**src/rtl/convertidor_binario_bcd_pkg.sv**
```systemverilog
// Shared definitions for the binary-to-BCD converter
// and the 7-segment display controller it feeds.
package convertidor_binario_bcd_pkg;

  typedef enum logic [1:0] {
    REPOSO    = 2'd0,
    DESPLAZAR = 2'd1,
    FIN       = 2'd2
  } estado_t;

  localparam int VALOR_MAX   = 9999;
  localparam int ANCHO_BCD   = 4;
  localparam int NUM_DIGITOS = 4;

endpackage

```
**src/rtl/convertidor_binario_bcd_suma3.sv**
```systemverilog
// Double-dabble correction: a BCD nibble of 5 or more
// gets +3 so the following shift carries into the next digit.
module suma3_bcd
  import convertidor_binario_bcd_pkg::*;
(
  input  logic [ANCHO_BCD-1:0] i_Nibble,
  output logic [ANCHO_BCD-1:0] o_Nibble
);

  assign o_Nibble = (i_Nibble >= 4'd5) ? i_Nibble + 4'd3
                                       : i_Nibble;

endmodule

```
**src/rtl/convertidor_binario_bcd.sv**
```systemverilog
// Iterative double-dabble converter: ANCHO-bit binary to four
// BCD digits, saturating at VALOR_MAX, with start/busy/done.
module convertidor_binario_bcd
  import convertidor_binario_bcd_pkg::*;
#(
  parameter int ANCHO     = 14,
  parameter int VALOR_MAX = convertidor_binario_bcd_pkg::VALOR_MAX
) (
  input  logic             i_Reloj,
  input  logic             i_Reset,
  input  logic             i_Inicio,
  input  logic [ANCHO-1:0] i_Binario,
  output logic [3:0]       o_Datos_0,
  output logic [3:0]       o_Datos_1,
  output logic [3:0]       o_Datos_2,
  output logic [3:0]       o_Datos_3,
  output logic             o_Ocupado,
  output logic             o_Listo,
  output logic             o_Desborde
);

  localparam int W_BCD = ANCHO_BCD * NUM_DIGITOS;
  localparam int CW    = $clog2(ANCHO + 1);

  estado_t          r_estado;
  estado_t          w_estado_sig;
  logic [ANCHO-1:0] r_binario;
  logic [W_BCD-1:0] r_bcd;
  logic [W_BCD-1:0] w_bcd_corr;
  logic [CW-1:0]    r_contador;
  logic             r_excede;
  logic [W_BCD-1:0] r_datos;
  logic             r_listo;
  logic             r_ocupado;
  logic             r_desborde;
  logic             w_excede;
  logic             w_ultimo;

  assign w_excede = 32'(i_Binario) > 32'(VALOR_MAX);
  assign w_ultimo = (r_contador == CW'(1));

  for (genvar g = 0; g < NUM_DIGITOS; g++) begin : g_suma3
    suma3_bcd u_suma3 (
      .i_Nibble (r_bcd[g*ANCHO_BCD +: ANCHO_BCD]),
      .o_Nibble (w_bcd_corr[g*ANCHO_BCD +: ANCHO_BCD])
    );
  end

  always_ff @(posedge i_Reloj or posedge i_Reset) begin
    if (i_Reset) r_estado <= REPOSO;
    else         r_estado <= w_estado_sig;
  end

  always_comb begin
    w_estado_sig = r_estado;
    unique case (r_estado)
      REPOSO:    if (i_Inicio) w_estado_sig = DESPLAZAR;
      DESPLAZAR: if (w_ultimo) w_estado_sig = FIN;
      FIN:       w_estado_sig = REPOSO;
      default:   w_estado_sig = REPOSO;
    endcase
  end

  always_ff @(posedge i_Reloj or posedge i_Reset) begin
    if (i_Reset) begin
      r_binario  <= '0;
      r_bcd      <= '0;
      r_contador <= '0;
      r_excede   <= 1'b0;
      r_datos    <= '0;
      r_listo    <= 1'b0;
      r_ocupado  <= 1'b0;
      r_desborde <= 1'b0;
    end else begin
      r_listo <= 1'b0;
      unique case (r_estado)
        REPOSO: begin
          if (i_Inicio) begin
            r_binario  <= w_excede ? ANCHO'(VALOR_MAX) : i_Binario;
            r_excede   <= w_excede;
            r_bcd      <= '0;
            r_contador <= CW'(ANCHO);
            r_ocupado  <= 1'b1;
          end
        end
        DESPLAZAR: begin
          // binary MSB falls into the BCD LSB
          {r_bcd, r_binario} <= {w_bcd_corr, r_binario} << 1;
          r_contador         <= r_contador - CW'(1);
        end
        FIN: begin
          r_datos    <= r_bcd;
          r_desborde <= r_excede;
          r_listo    <= 1'b1;
          r_ocupado  <= 1'b0;
        end
        default: ;
      endcase
    end
  end

  assign o_Datos_0  = r_datos[3:0];
  assign o_Datos_1  = r_datos[7:4];
  assign o_Datos_2  = r_datos[11:8];
  assign o_Datos_3  = r_datos[15:12];
  assign o_Ocupado  = r_ocupado;
  assign o_Listo    = r_listo;
  assign o_Desborde = r_desborde;

endmodule
```
**config.mk**
```make
export PLATFORM = sky130hd
export DESIGN_NAME = convertidor_binario_bcd
export DESIGN_NICKNAME = d
export VERILOG_FILES = /design/src/rtl/convertidor_binario_bcd_pkg.sv /design/src/rtl/convertidor_binario_bcd_suma3.sv /design/src/rtl/convertidor_binario_bcd.sv
export SDC_FILE = /design/constraint.sdc
export NUM_CORES = 1
export LEC_CHECK = 0
export BUFFER_PORTS_ARGS = -buffer_cell sky130_fd_sc_hd__clkbuf_2
export CAP_MARGIN = 0
export CORE_UTILIZATION = 57
export CTS_BUF_LIST = sky130_fd_sc_hd__clkbuf_16
export DETAILED_ROUTE_END_ITERATION = 12
export GPL_TIMING_DRIVEN = 0
export HOLD_SLACK_MARGIN = 0.12
export PLACE_DENSITY = 0.79
export SYNTH_ARGS = -nofsm -noshare
export SYNTH_HDL_FRONTEND = slang
export SYNTH_HIERARCHICAL = 1
export SYNTH_SLANG_ARGS = --single-unit
export TNS_END_PERCENT = 100
```
**constraint.sdc**
```tcl
create_clock -name i_Reloj -period 2 [get_ports i_Reloj]
set_clock_uncertainty 0.15 [all_clocks]
set_input_delay 0.2 -clock i_Reloj [delete_from_list [all_inputs] [get_ports i_Reloj]]
set_output_delay 0.2 -clock i_Reloj [all_outputs]
set_load 0.03 [all_outputs]
```
# Word level (Yosys, flattened, before mapping)

Index checks and enable logic that the tools add are counted.

Word-level logic and storage cells: 48
Register bits after elaboration: 56
Memories kept: 0
Bits in latches: 0
Input bits: 17
Memory bits (writable): 0
ROM bits: 0

Eq/ne operators: 5
Divide/modulo/power cells: 0
Bitwise logic cells: 0
Shift-type cells: 0
Order comparisons: 5
Add/sub/neg operators: 5
Muxes and demuxes: 17
Multipliers: 0
Reductions and logical operators: 7

Operators by type and width:

| cell                   | number |
|---|---|
| $pmux W16 S2           | 1 |
| $mux W14               | 2 |
| $pmux W14 S2           | 1 |
| $ge A4 B3 Y1 const B   | 4 |
| $mux W16               | 1 |
| $mux W4                | 4 |
| $gt A14 B14 Y1 const B | 1 |
| $add A4 B2 Y4 const B  | 3 |
| $pmux W4 S2            | 1 |
| $reduce_and A2 Y1      | 4 |
| $eq A4 B1 Y1 const B   | 1 |
| $mux W2                | 2 |
| $ne A2 B2 Y1 const B   | 2 |
| $pmux W2 S2            | 1 |
| $reduce_bool A2 Y1     | 2 |
| $sub A4 B1 Y4 const B  | 1 |
| $add A3 B2 Y3 const B  | 1 |
| $mux W3                | 1 |
| $eq A2 B1 Y1 const B   | 1 |
| $eq A2 B2 Y1 const B   | 1 |
| $logic_not A2 Y1       | 1 |
| $mux W1                | 2 |
| $pmux W1 S2            | 1 |

# Logic depth before layout (Yosys ltp)

Gate-level depths: netlist (run 1).

Word-level depth: 4
Mapped depth: 7

# Cells and area by module

Netlist (run 1), hierarchy kept.

Modules (own cells, without submodules):

| module                  | area each (sq um) | cells each | times used |
|---|---|---|---|
| convertidor_binario_bcd | 2,397.3           | 211        | 1 |
| suma3_bcd               | 101.3             | 16         | 4 |

# Worst setup path before layout (run 1)

OpenSTA, ideal clock, no wires.

Kind: reg-to-reg
Start: register r_estado[1]
End: register r_binario[11]
Data arrival time: 1,200 ps
Cell stages (with the launch flop): 5
Data required time: 1,724 ps
Slack: 524 ps
Library setup time: 126 ps
Cell sequence: dfrtp_1 -> buf_2 -> o21bai_1 -> buf_2 -> a221o_1

Cells in the longest elaborated chain, start to end: 3
Elaborated cells on any way between the ends: 6
Classes of those cells: 2 x eq/ne; 1 x mux; 3 x reduce/logical

RTL lines:

| what                                                                       | line                          | text |
|---|---|---|
| start: declaration                                                         | convertidor_binario_bcd.sv:25 | `estado_t r_estado;` |
| start signal: assignment                                                   | convertidor_binario_bcd.sv:51 | `else r_estado <= w_estado_sig;` |
| $eq A2 B1 Y1 / $logic_not A2 Y1 (equally long branches)                    | convertidor_binario_bcd.sv:76 | `unique case (r_estado)` |
| $reduce_bool A2 Y1 (no source line) / $ne A2 B2 Y1 (equally long branches) | --                            |  |
| $reduce_and A2 Y1 (no source line)                                         | --                            |  |
| end signal: assignment                                                     | convertidor_binario_bcd.sv:79 | `r_binario <= w_excede ? ANCHO'(VALOR_MAX) : i_Binario;` |
| end signal: assignment                                                     | convertidor_binario_bcd.sv:88 | `{r_bcd, r_binario} <= {w_bcd_corr, r_binario} << 1;` |
| end: declaration                                                           | convertidor_binario_bcd.sv:27 | `logic [ANCHO-1:0] r_binario;` |

Parallel ways exist; a longest one is shown, timed or not.
A chain may end at the register's enable or synchronous reset.

# Worst setup path in the final report (run 1)

Start: input port i_Inicio
End: register r_bcd[0]

Cells in the longest elaborated chain, start to end: 2

RTL lines:

| what                               | line                          | text |
|---|---|---|
| start: declaration                 | convertidor_binario_bcd.sv:11 | `input logic i_Inicio,` |
| $ne A2 B2 Y1 (no source line)      | --                            |  |
| $reduce_and A2 Y1 (no source line) | --                            |  |
| end signal: assignment             | convertidor_binario_bcd.sv:88 |  |
| end: declaration                   | convertidor_binario_bcd.sv:28 | `logic [W_BCD-1:0] r_bcd;` |

No other way between the ends.

==> impl_metrics.tcl, run 1 <==
set metrics [dict create \
    run_status "completed" \
    cp_common_cell "buf_6" \
    worst_setup_path_end_kind "flip-flop" \
    ys_warn_count 6 \
    p_int_w 0.00292 \
    postLayoutCoreUtil 0.696 \
    drc 0 \
    hold_viol_final 0 \
    timing.critical_path.from "i_Inicio" \
    grt.overflow.total 0 \
    p_leak_nw 1.68 \
    start_kind "input pin" \
    grt_usage 0.238 \
    first_pass_iters 4 \
    cts.sinks 56 \
    p_comb_frac 0.429 \
    drt_iter0_drc 117 \
    final_common_cell "nand2_1" \
    grt_pass1_wl_um 9560 \
    relSlewSlack 0.538 \
    cp_slowest_stage_delay_ns 0.55 \
    portBuffers 34 \
    worstPathArrival_ns 1.77 \
    ant_nets 0 \
    vias_per_cell 5.56 \
    cts_tree "built" \
    crit_slowest_cell "dlygate4sd3_1" \
    die_height_um 71.9 \
    synth_cells 271 \
    cts-buffers-inserted 5 \
    hold_path.class "in -> reg" \
    worst-setup-path-type "in -> reg" \
    p_sw_w 0.00196 \
    clk_latency_ns 0.28 \
    ctsResizeCount 0 \
    num_rows 25 \
    avgSynthCellArea_um2 10.3 \
    cp_max_fo 10 \
    initial_core_util 0.589 \
    post_drt_wl_per_cell_um 14.2 \
    dieArea_mm2 0.00517 \
    swShare 0.402 \
    crit_chain "dlygate4sd3_1, buf_6, or3b_1, buf_6, buf_6, nand3_1, nand2_1" \
    syn-cell-area_mm2 0.00278 \
    period_needed_ns 1.75 \
    drive_gt1_frac 0.238 \
    dieWidth_um 71.9 \
    fmax_ghz 0.573 \
    antenna_found_initial 0 \
    vias 2169 \
    cellPowerDensity_mw_per_mm2 1480 \
    core_area_mm2 0.00472 \
    timing.rr.start "r_estado[1]" \
    seqPwrFrac 0.399 \
    worst_slack_ns 0.253 \
    critPathRequiredTime_ns 2.02 \
    area_growth_pct 18.2 \
    grt_max_degree 35 \
    grt_setup_unrepaired "no" \
    diodes 0 \
    post-route-period-util 0.873 \
    place_congestion 0.781 \
    power_frac_clock 0.173 \
    cts_root_buffer "clkbuf_16" \
    worst_slew_pin_slew_ns 0.691 \
    place_ws_ns 0.315 \
    clkTransAtPathRegs_ns 0.07 \
    syn_nets 298 \
    setup_viol 0 \
    fin_nets 349 \
    ir_drop_v 0.000875 \
    drv_slew 0 \
    grt_pass1_vias 2133 \
    hpwlAfterDp_um 3870 \
    num_io_pins 36 \
    final_cell_mix "nand2_1 (57), dfrtp_1 (56), clkbuf_2 (34)" \
    drt-total-wl_um 5540 \
    htreeDepth 2 \
    max_cap_viol_count 0 \
    hold_start "i_Binario[10]" \
    clockBufferDepth 2 \
]
[power by group through the flow]
stage | combinational [W] | sequential [W] | clock, W
after floorplan | 0.00140 | 0.00209 | 0
after global placement | 0.00197 | 0.00194 | 0
after detailed placement | 0.00207 | 0.00196 | 0
after CTS | 0.00210 | 0.00194 | 0.000856
after global routing | 0.00236 | 0.00201 | 0.000907
final | 0.00209 | 0.00195 | 0.000843
[stage by stage]
| stage | hold slack (ns) | power (W) | cell area [µm²] | std cells | TNS (ns) |
|---|---|---|---|---|---|
| CTS | 0.131 | 0.00490 | 3290 | 390 | 0 |
| global route | 0.166 | 0.00528 | 3290 | 390 | 0 |
| floorplan | 0.166 | 0.00350 | 2780 | 271 | 0 |
| global placement | 0.270 | 0.00390 | 3040 | 372 | -20.30 |
| finish | 0.135 | 0.00488 | 3290 | 390 | 0 |
| detailed placement | 0.0877 | 0.00403 | 3060 | 373 | 0 |
[per-layer routing]
metal / vias to the layer above / wire, µm / track usage
met2: 50 / 2790 / 0.405
met3: 6 / 124 / 0.0492
met5: - / 0 / 0
met1: 1073 / 2570 / 0.310
li1: 1040 / - / -
met4: 0 / 59 / 0.0632
[sequential cells by signal, summed over array words and instances (netlist names)]
signal      count
o_Ocupado       1
r_datos        16
r_contador      4
o_Desborde      1
r_bcd          16
r_estado        2
o_Listo         1
r_excede        1
r_binario      14
[worst max-delay path: cells and delay by family]
family / cells / cell delay, ns
simple gates: 3 / 0.55
buf+inv: 4 / 1.02
[timing repair]
action	4_1_cts	5_1_grt
buffers inserted	0	0
endpoints found under the hold margin	30	0
hold buffers	9	0
endpoints found under the setup margin	0	0
[final timing paths]
kind                                  to  slack (ns)  cells past startpoint
min in group asynchronous     r_datos[4]        0.33                      3
setup reg to reg           r_contador[2]        0.28                      4
setup / recovery                r_bcd[0]        0.25                      7
max in group asynchronous   r_binario[9]        0.83                      4
hold / removal             r_binario[10]        0.14                      3
hold reg to reg            r_binario[13]        0.34                      2
[cell type report]
class | count | area [µm²]
multi-input combinational | 188 | 1240
buffer | 14 | 96.3
timing repair buffer | 44 | 280
inverter | 13 | 48.8
sequential | 56 | 1400
fill | 363 | 1430
tap | 67 | 83.8
clock inverter | 3 | 17.5
clock buffer | 5 | 125
Power figures use the tool's default switching activity.
==> run 2, diff against run 1 <==
--- a/config.mk
+++ b/config.mk
@@ -12,7 +12,7 @@
 export DETAILED_ROUTE_END_ITERATION = 12
 export GPL_TIMING_DRIVEN = 0
 export HOLD_SLACK_MARGIN = 0.12
-export PLACE_DENSITY = 0.79
+export PLACE_DENSITY = 0.86
 export SYNTH_ARGS = -nofsm -noshare
 export SYNTH_HDL_FRONTEND = slang
 export SYNTH_HIERARCHICAL = 1
==> impl_metrics.tcl, run 2 (synthesis results as in run 1) <==
set metrics [dict create \
    p_int_w 0.00291 \
    core_area_mm2 0.00472 \
    htreeDepth 2 \
    cts_root_buffer "clkbuf_16" \
    worstPathArrival_ns 1.79 \
    hpwlAfterDp_um 3830 \
    run_status "completed" \
    fin_nets 350 \
    drt_iter0_drc 203 \
    crit_chain "dlygate4sd3_1, buf_6, or3b_1, buf_6, buf_8, nand3_1, nand2_1" \
    worst-setup-path-type "in -> reg" \
    final_common_cell "nand2_1" \
    worst_setup_path_end_kind "flip-flop" \
    grt_pass1_wl_um 9920 \
    post_drt_wl_per_cell_um 14.5 \
    start_kind "input pin" \
    die_height_um 71.9 \
    vias_per_cell 5.58 \
    hold_start "i_Binario[9]" \
    drt-total-wl_um 5670 \
    area_growth_pct 18.3 \
    max_cap_viol_count 0 \
    postLayoutCoreUtil 0.697 \
    drive_gt1_frac 0.235 \
    swShare 0.402 \
    final_area_mm2 0.00329 \
    crit_slowest_cell "dlygate4sd3_1" \
    hold_viol_final 0 \
    clkTransAtPathRegs_ns 0.06 \
    drv_slew 0 \
    vias 2178 \
    r2r-end "r_contador[1]" \
    final_cell_mix "nand2_1 (57), dfrtp_1 (56), clkbuf_2 (34)" \
    drc 0 \
    seqPwrFrac 0.400 \
    power_frac_clock 0.167 \
    initial_core_util 0.589 \
    place_congestion 0.780 \
    hold_path.class "in -> reg" \
    regToRegSetupSlack_ns 0.24 \
    grt.overflow.total 0 \
    ir_drop_v 0.000755 \
    cellPowerDensity_mw_per_mm2 1480 \
    reg2reg_depth 4 \
    dieWidth_um 71.9 \
    cts-buffers-inserted 5 \
    worst_slew_pin_slew_ns 0.633 \
    p_total_w 0.00487 \
    setup_viol 0 \
    p_leak_nw 1.68 \
    portBuffers 34 \
    cts.sinks 56 \
    first_pass_iters 4 \
    grt_usage 0.249 \
    cts_tree "built" \
    place_area_mm2 0.00306 \
    cp_slowest_stage_delay_ns 0.55 \
    grt_max_degree 44 \
    grt_pass1_vias 2134 \
    timing.rr.start "r_estado[1]" \
    crit_family "buffers and inverters" \
    hold-path-cell-count 3 \
    p_comb_frac 0.433 \
    grt_setup_unrepaired "no" \
    fmax_ghz 0.567 \
    ctsResizeCount 0 \
    largestRegisters "r_bcd (16), r_datos (16), r_binario (14)" \
    critPathRequiredTime_ns 2.03 \
    diodes 0 \
    ant_nets 0 \
    antenna_found_initial 0 \
    clockBufferDepth 2 \
    cp_max_fo 10 \
    cp_common_cell "buf_6" \
    p_sw_w 0.00195 \
    hold-worst-slack_ns 0.139 \
    period_needed_ns 1.76 \
    cp_num_buf_inv 4 \
    relSlewSlack 0.577 \
    clk_latency_ns 0.29 \
    min_to "r_binario[9]" \
    dieArea_mm2 0.00517 \
    post-route-period-util 0.882 \
    num_io_pins 36 \
    num_rows 25 \
]
run 2: how the worst max path moves through the flow:
stage | from | to | slack [ns] | depth (start not counted)
floorplan | i_Reset | o_Desborde | 0.28 | 1
global placement | i_Reset | r_datos[10] | -0.35 | 2
detailed placement | r_estado[1] | r_contador[1] | 0.28 | 4
finish | i_Inicio | r_bcd[8] | 0.24 | 7
CTS | r_estado[1] | r_contador[1] | 0.22 | 4
global route | r_estado[1] | r_contador[1] | 0.1 | 4
run 2: final cells by class:
cell class / count / area [µm²]
tap: 67 / 83.8
multi-input combinational: 188 / 1240
sequential: 56 / 1400
clock inverter: 2 / 8.76
buffer: 14 / 96.3
inverter: 13 / 48.8
timing repair buffer: 45 / 290
clock buffer: 5 / 125
fill: 362 / 1430
run 2: worst min-delay path: cells and delay by family:
| kind | cells | cell delay, ns |
|---|---|---|
| AOI/OAI and AO/OA | 2 | 0.23 |
| buffers and inverters | 1 | 0.10 |
run 2: what timing repair did:
action / in CTS / in global routing
setup buffers: 0 / 0
hold buffers: 10 / 0
hold endpoints to repair: 65 / 0
run 2: routing by layer:
metal  vias to the layer above  routed length (µm)  global-route usage
met4                         0                 108               0.102
met2                        71                2920               0.419
met5                         -                   0                   0
li1                       1042                   -                   -
met3                        13                 257              0.0436
met1                      1052                2390               0.321
run 2: through the flow:
step | setup TNS, ns | std cells | worst slack, ns
3_5_place_dp | 0 | 373 | 0.281
5_1_grt | 0 | 390 | 0.0971
2_1_floorplan | 0 | 271 | 0.279
4_1_cts | 0 | 390 | 0.220
3_3_place_gp | -19.59 | 372 | -0.352
6_report | 0 | 390 | 0.236
run 2: power groups by stage:
stage / combinational [W] / sequential, W / clock [W]
2_1_floorplan: 0.00140 / 0.00209 / 0
3_3_place_gp: 0.00196 / 0.00193 / 0
3_5_place_dp: 0.00207 / 0.00196 / 0
4_1_cts: 0.00211 / 0.00194 / 0.000832
5_1_grt: 0.00238 / 0.00201 / 0.000871
6_report: 0.00211 / 0.00195 / 0.000811
